<file path="config.mk">
export PLATFORM = sky130hd
export DESIGN_NAME = sync_tx
export DESIGN_NICKNAME = d
export VERILOG_FILES = /design/src/rtl/sync_tx.sv
export SDC_FILE = /design/constraint.sdc
export NUM_CORES = 1
export LEC_CHECK = 0
export ABC_AREA = 0
export CAP_MARGIN = 5
export CORE_MARGIN = 2
export CORE_UTILIZATION = 35
export CTS_CLUSTER_SIZE = 28
export DETAILED_ROUTE_END_ITERATION = 6
export GPL_ROUTABILITY_DRIVEN = 0
export PLACE_DENSITY = 0.59
export SLEW_MARGIN = 20
export SYNTH_ARGS = -nofsm -noshare
export SYNTH_HDL_FRONTEND = slang
export SYNTH_SLANG_ARGS = --single-unit
</file>
<file path="constraint.sdc">
create_clock -name clk -period 2.6 [get_ports clk]
set_input_delay 0.52 -clock clk [delete_from_list [all_inputs] [get_ports clk]]
set_output_delay 0.52 -clock clk [all_outputs]
set_load 0.05 [all_outputs]
</file>
<file path="src/rtl/sync_tx.sv">
// sync_tx: frame serializer sending a sync word then a payload, MSB first, CLKDIV cycles per bit.
// Define SYNC_TX_MANCHESTER_EN for Manchester line coding; the default build is NRZ.
module sync_tx #(
  parameter int NDATA    = 128,
  parameter int NPAYLOAD = 64,
  parameter int CLKDIV   = 4,
  parameter int GAP      = 2
) (
  input  logic                clk,
  input  logic                rst,
  input  logic [NDATA-1:0]    sync_word,
  input  logic [NPAYLOAD-1:0] din,
  input  logic                din_valid,
  output logic                din_ready,
  output logic                tx_out,
  output logic                tx_en,
  output logic                busy,
  output logic                done
);

  localparam int MAXN = (NDATA > NPAYLOAD) ? NDATA : NPAYLOAD;
  localparam int CW   = $clog2(CLKDIV) + 1;
  localparam int BW   = $clog2(MAXN) + 1;
  localparam int GW   = $clog2(GAP + 1) + 1;

  typedef enum logic [1:0] {ST_IDLE, ST_SYNC, ST_PAYLOAD, ST_GAP} state_t;

  state_t                state, nxt_state;
  logic [CW-1:0]         cyc, nxt_cyc;
  logic [BW-1:0]         bitc, nxt_bit;
  logic [GW-1:0]         gapc, nxt_gap;
  logic [NDATA-1:0]      sreg, nxt_sreg;
  logic [NPAYLOAD-1:0]   preg, nxt_preg;
  logic                  nxt_tx_out, nxt_tx_en, nxt_done;
  logic                  last_cyc, half, bitv;

  assign din_ready = (state == ST_IDLE);
  assign busy      = (state != ST_IDLE);
  assign last_cyc  = (cyc == CW'(CLKDIV - 1));

  always_comb begin
    nxt_state = state;
    nxt_cyc   = cyc;
    nxt_bit   = bitc;
    nxt_gap   = gapc;
    nxt_sreg  = sreg;
    nxt_preg  = preg;
    nxt_done  = 1'b0;
    case (state)
      ST_IDLE: begin
        if (din_valid && din_ready) begin
          nxt_state = ST_SYNC;
          nxt_cyc   = '0;
          nxt_bit   = '0;
          nxt_sreg  = sync_word;
          nxt_preg  = din;
        end
      end
      ST_SYNC: begin
        if (last_cyc) begin
          nxt_cyc = '0;
          if (bitc == BW'(NDATA - 1)) begin
            nxt_state = ST_PAYLOAD;
            nxt_bit   = '0;
          end else begin
            nxt_bit  = bitc + 1'b1;
            nxt_sreg = sreg << 1;
          end
        end else begin
          nxt_cyc = cyc + 1'b1;
        end
      end
      ST_PAYLOAD: begin
        if (last_cyc) begin
          nxt_cyc = '0;
          if (bitc == BW'(NPAYLOAD - 1)) begin
            nxt_bit = '0;
            nxt_gap = '0;
            if (GAP > 0) begin
              nxt_state = ST_GAP;
            end else begin
              nxt_state = ST_IDLE;
              nxt_done  = 1'b1;
            end
          end else begin
            nxt_bit  = bitc + 1'b1;
            nxt_preg = preg << 1;
          end
        end else begin
          nxt_cyc = cyc + 1'b1;
        end
      end
      ST_GAP: begin
        if (last_cyc) begin
          nxt_cyc = '0;
          if (gapc == GW'(GAP - 1)) begin
            nxt_state = ST_IDLE;
            nxt_gap   = '0;
            nxt_done  = 1'b1;
          end else begin
            nxt_gap = gapc + 1'b1;
          end
        end else begin
          nxt_cyc = cyc + 1'b1;
        end
      end
      default: nxt_state = ST_IDLE;
    endcase

    // Line outputs are derived from the next-state values so the registered
    // tx_out/tx_en line up with the state they describe, starting right after acceptance.
    nxt_tx_en = (nxt_state == ST_SYNC) || (nxt_state == ST_PAYLOAD);
    bitv      = 1'b0;
    if (nxt_state == ST_SYNC)
      bitv = nxt_sreg[NDATA-1];
    else if (nxt_state == ST_PAYLOAD)
      bitv = nxt_preg[NPAYLOAD-1];
`ifdef SYNC_TX_MANCHESTER_EN
    half = (nxt_cyc >= CW'(CLKDIV / 2));
`else
    half = 1'b0;
`endif
    nxt_tx_out = nxt_tx_en & (bitv ^ half);
  end

  always_ff @(posedge clk) begin
    if (rst) begin
      state  <= ST_IDLE;
      cyc    <= '0;
      bitc   <= '0;
      gapc   <= '0;
      sreg   <= '0;
      preg   <= '0;
      tx_out <= 1'b0;
      tx_en  <= 1'b0;
      done   <= 1'b0;
    end else begin
      state  <= nxt_state;
      cyc    <= nxt_cyc;
      bitc   <= nxt_bit;
      gapc   <= nxt_gap;
      sreg   <= nxt_sreg;
      preg   <= nxt_preg;
      tx_out <= nxt_tx_out;
      tx_en  <= nxt_tx_en;
      done   <= nxt_done;
    end
  end

endmodule

</file>
Yosys cells after proc, flatten, opt, wreduce, memory -nomap -nowiden
Index checks and enable logic that the tools add are counted.
Widths: inputs -> output; s select.
{"block": "word_totals", "reg_bits": 211, "input_bits": 195}
{"block": "op_classes", "n_bitwise": 3, "n_eq_ne": 16, "n_reduce_logical": 14, "n_mux": 33, "addsub": 3}
{"operator": "$mux 128", "count": 3}
{"operator": "$pmux 128 s2", "count": 1}
{"operator": "$mux 64", "count": 3}
{"operator": "$pmux 64 s2", "count": 1}
{"operator": "$mux 8", "count": 5}
{"operator": "$pmux 8 s3", "count": 1}
{"operator": "$mux 3", "count": 6}
{"operator": "$reduce_and 4->1", "count": 4}
{"operator": "$mux 2", "count": 7}
{"operator": "$ne 2x2->1 const B", "count": 6}
{"operator": "$pmux 3 s2", "count": 2}
{"operator": "$add 8x1->8 const B", "count": 1}
{"operator": "$eq 8x6->1 const B", "count": 1}
{"operator": "$eq 8x7->1 const B", "count": 1}
{"operator": "$pmux 2 s4", "count": 1}
{"operator": "$reduce_bool 2->1", "count": 4}
{"operator": "$add 3x1->3 const B", "count": 2}
{"operator": "$eq 2x2->1 const B", "count": 3}
{"operator": "$reduce_or 3->1", "count": 2}
{"operator": "$eq 2x1->1 const B", "count": 2}
{"operator": "$eq 3x1->1 const B", "count": 1}
{"operator": "$eq 3x2->1 const B", "count": 1}
{"operator": "$mux 1", "count": 3}
{"operator": "$reduce_bool 3->1", "count": 1}
{"operator": "6 further kinds", "count": 7}

Longest topological paths before layout
Gate-level depths: netlist of the first run.
{"block": "logic_depth", "depth_word": 8, "ltp_mapped": 12, "mapped_depth_nobuf": 10}

Least setup slack after synthesis of the first run
Ideal clock, no wire load.
{"block": "synth_timing", "path_type": "reg-to-reg", "startpoint": "reg state[0]", "endpoint": "reg tx_out", "path_slack_ps": 10, "path_buffers": 2, "stages_incl_launch_ff": 13, "setup_ps": 75, "synth_period_minus_slack_ps": 2590, "t_required_ps": 2525, "arrival_time_ps": 2515, "path_cell_list": "dfxtp_1 -> inv_1 -> ha_1 -> and2_1 -> clkbuf_1 -> clkbuf_1 -> o21ai_0 -> a21bo_2 -> inv_1 -> ha_1 -> nor2_1 -> nand3b_1 -> o22ai_1"}
{"block": "synth_via", "elab_chain_cells": 8, "elab_cells_between_ends": 23, "classes_between": "5 x eq/ne; 14 x mux; 1 x bitwise; 3 x reduce/logical"}
{"element": "from (decl)", "line": "28", "source": "state_t state, nxt_state;"}
{"element": "from (signal assigned)", "line": "138", "source": "state <= nxt_state;"}
{"element": "$logic_not 2->1 *", "line": "37", "source": "assign din_ready = (state == ST_IDLE);"}
{"element": "named net din_ready", "line": "14", "source": "output logic din_ready,"}
{"element": "$logic_and 1x1->1", "line": "51", "source": "if (din_valid && din_ready) begin"}
{"element": "$mux 2", "line": "51"}
{"element": "$pmux 2 s4 *", "line": "49", "source": "case (state)"}
{"element": "named net nxt_state[1]", "line": "28"}
{"element": "$eq 2x2->1", "line": "112, 116"}
{"element": "$mux 1", "line": "116", "source": "else if (nxt_state == ST_PAYLOAD)"}
{"element": "$mux 1", "line": "114", "source": "if (nxt_state == ST_SYNC)"}
{"element": "$and 1x1->1 *", "line": "123", "source": "nxt_tx_out = nxt_tx_en & (bitv ^ half);"}
{"element": "to (signal assigned)", "line": "144", "source": "tx_out <= nxt_tx_out;"}
{"element": "to (decl)", "line": "15", "source": "output logic tx_out,"}
Mark *: on every way through the listed nets, which the timed path passes. The rest lies on a longest branch. The select of a mux whose other input is x is not followed.
A chain may end at the register's enable or synchronous reset.

Worst setup path in the final report of the first run
{"block": "layout_timing", "startpoint": "reg state[0]", "endpoint": "out din_ready"}
{"block": "layout_via", "elab_chain_cells": 1}
{"element": "$logic_not 2->1", "line": "37"}
{"element": "to (decl)", "line": "14"}
No other way between the ends.

==> results of run 1 <==
==> repair_timing <==
action                     in CTS  in global routing
gates cloned                    0                  0
gates resized for setup         4                  8
pin swaps                       0                  1
setup endpoints to repair       3                  3
setup buffers                   0                  1
==> final timing paths <==
| path | to | startpoint | slack (ns) |
|---|---|---|---|
| max | din_ready | state[0] | 0.19 |
| min | cyc[0] | rst | 0.44 |
| max reg2reg | sreg[60] | bitc[0] | 0.20 |
| min reg2reg | sreg[0] | sreg[0] | 0.45 |
==> cell type report <==
type                            instances  area [µm²]  area share, %
Clock buffer                           36         717           5.87
Inverter                                9        33.8          0.276
Timing Repair Buffer                  233        2400           19.6
Multi-Input combinational cell        695        4320           35.3
Sequential cell                       211        4230           34.6
Tap cell                              330         413           3.38
Clock inverter                          7         113          0.922
==> metal layers <==
layer	wire [µm]	GRT usage, %	vias up	part of all wire [%]
met5	0	0	-	0
met4	575	4.78	0	2.3
met3	1570	3.62	36	6.2
met2	11700	28.4	212	46
met1	11400	24.1	4047	45
li1	-	-	4179	-
==> cells by family (layout without fill, tap and decap cells) <==
kind of cell | Yosys count | count (layout)
muxes | 3 | 3
and+or+nand+nor | 449 | 449
AOI/OAI and AO/OA | 232 | 232
DFF | 211 | 211
adders and majority gates | 10 | 10
buffers and inverters | 121 | 285
xor gates and xnor gates | 1 | 1
==> metrics by stage <==
step	TNS (ns)	power, mW	worst slack [ns]	std cells	hold slack, ns
floorplan	0	9.39	0.00994	1027	0.432
global placement	-0.0129	10.6	-0.0129	1477	0.452
detailed placement	-0.112	10.7	-0.112	1477	0.449
CTS	0	14.3	0.0700	1520	0.420
global route	-0.00236	15.3	-0.00236	1521	0.440
finish	0	14.2	0.187	1521	0.436
==> state kept, by name, indices dropped and copies added, names as in the netlist <==
signal	count
gapc	3
tx_out	1
state	2
tx_en	1
sreg	128
done	1
preg	64
bitc	8
cyc	3
==> critical path: cells and delay by family, from the launching register on <==
family	cells	cell delay (ns)
adders and majority gates	1	0.31
buffers and inverters	2	0.70
DFF	1	0.35
==> cell usage in the layout, fill, tap and decap left out, types with 9 or more instances in the layout <==
cell type        count
a21oi_1             12
a221oi_2             9
buf_12              12
o21ai_0              9
nand2_1             13
clkbuf_16           25
ha_1                10
inv_1                9
nor3_1             186
dfxtp_1            209
buf_4               22
nand3_1             10
a221oi_1           179
clkdlybuf4s50_1    196
nor2_1             205
==> where the power goes <==
| group | switching [mW] | internal [mW] | total, mW |
|---|---|---|---|
| clock | 1.33 | 2.19 | 3.52 |
| combinational | 3.50 | 2.48 | 5.97 |
| sequential | 0.475 | 4.21 | 4.69 |
==> results.tsv, run 1 <==
stage	metric	value	unit
outcome	status	complete, no violations	
sta	Slew Viols, Final	0	
routing	Routed WL	25300	µm
power	Worst IR Drop VDD	0.000836	V
clock_network	Post-CTS Hold Buffers	0	
grt	GRT overflow	0	
clock_network	CTS H-tree depth	1	
placement	placed cell area	11300	µm²
worst_setup_path	slowest cell on the critical path	dlygate4sd2_1	
routing	vias per cell	5.57	
synth	top_reg_cell synth	dfxtp_1	
grt	largest net degree at the start of global routing	148	
worst_setup_path	CP endpoint kind	primary output	
synth	multiplexer share of the synthesized area	0.345	%
sta	Least-Margin Pin Slew	0.757	ns
synth	post-synth top area cell	dfxtp_1	
synth	EDFF count, synth	0	
synth	synth unique cells	50	
synth	Synth Instances	1027	
grt	number of global-route vias before repair	7739	
sta	fin crit share	92.8	%
synth	Synth Area in Compound Gates	22.1	%
floorplan	FP Rows	58	
synth	most frequent cell after synthesis	dfxtp_1	
routing	DR vias	8474	
sta	Final setup viols	0	
clock_network	Worst-Skew Late Latency	0.53	ns
clock_network	CTS Buffer Depth	3	
placement	Post-DP HPWL	15300	µm
clock_network	clock transition at the registers of the reported paths	0.06	ns
synth	simple-gate share of the synthesized area	22.7	%
synth	sequential area share after synthesis	46.6	%
floorplan	Die Wd	165	µm
final_layout	area grow syn2layout	34.7	%
synth	Yosys reg bits	211	
hold_path	hold path cells	2	
flow_run	max-capacitance violation count	0	
synth	synthesized-area fraction occupied by adder cells	1.38	%
clock_network	clock root buffer	clkbuf_16	
final_layout	Layout fillers	2425	
sta	clk_skew	0.0295	ns
worst_setup_path	WP data arrival	1.89	ns
worst_setup_path	CP Cell Sequence	inv_1 > ha_1 > dlygate4sd2_1	
routing	post-route antenna net violation count	0	
grt	GRT Resource Usage Total	17.7	%
routing	number of detailed-route iterations in the first pass	5	
final_layout	Final #Nets	1379	
synth	top cells by count, synth	dfxtp_1 (211), nor2_1 (207), nor3_1 (186)	
sta	post-route minimum period	2.41	ns
worst_setup_path	R2R cell count	8	
synth	Synth Area in XOR/XNOR	0.0965	%
grt	global-route wire length before repair	40000	µm
routing	wire per inst	16.6	µm
final_layout	fin util	48.2	%
synth	area share of the largest cell type after synthesis	46.6	%
clock_network	Num CTS Buffers	24	
floorplan	Die Area	27200	µm²
worst_setup_path	WP data required	2.08	ns
clock_network	Sink Count	211	
routing	residual DRC count	0	
placement	port bufs	199	
sta	Fmax achieved	414	MHz
worst_setup_path	Critical Path Max Stage Delay	0.56	ns
floorplan	# IOs	200	
worst_setup_path	CP Class	reg -> out	
synth	Mapped Area	9070	µm²
power	Leak Pwr	4.47	nW
synth	Syn. warnings	0	
worst_setup_path	crit start category	flip-flop	
synth	largest family of logic cells by synthesized area	simple AND/OR/NAND/NOR gates	
final_layout	Final Cell Area	12200	µm²
clock_network	CTS tree	done	
grt	initial antenna violation count	0	
floorplan	Die Y-Extent	165	µm
sta	Slew HR	49.5	%
sta	final hold vios	0	
synth	Synth area leaders	dfxtp_1 (47%), a221oi_1 (17%), nor3_1 (10%)	
floorplan	core area	25300	µm²
hold_path	min-delay worst type	in -> reg	
final_layout	ANT cells	0	
synth	asr flop ratio synth	0	%
synth	syn avg cell area	8.84	µm²
synth	Syn Nets	1232	
final_layout	fraction of layout cells with a size suffix above 1	8.90	%
power	P per Cell Area	1160	nW/µm²
worst_setup_path	crit path max fanout	6	
routing	DR iter-0 viols	745	
floorplan	initial core utilization	35.8	%
(Power assumes the default switching activity.)
==> run 2: changes to the inputs <==
- HOLD_SLACK_MARGIN: default -> 0.05
==> results of run 2 <==
No change in the layout: final DEF, timing and power equal those of run 1.
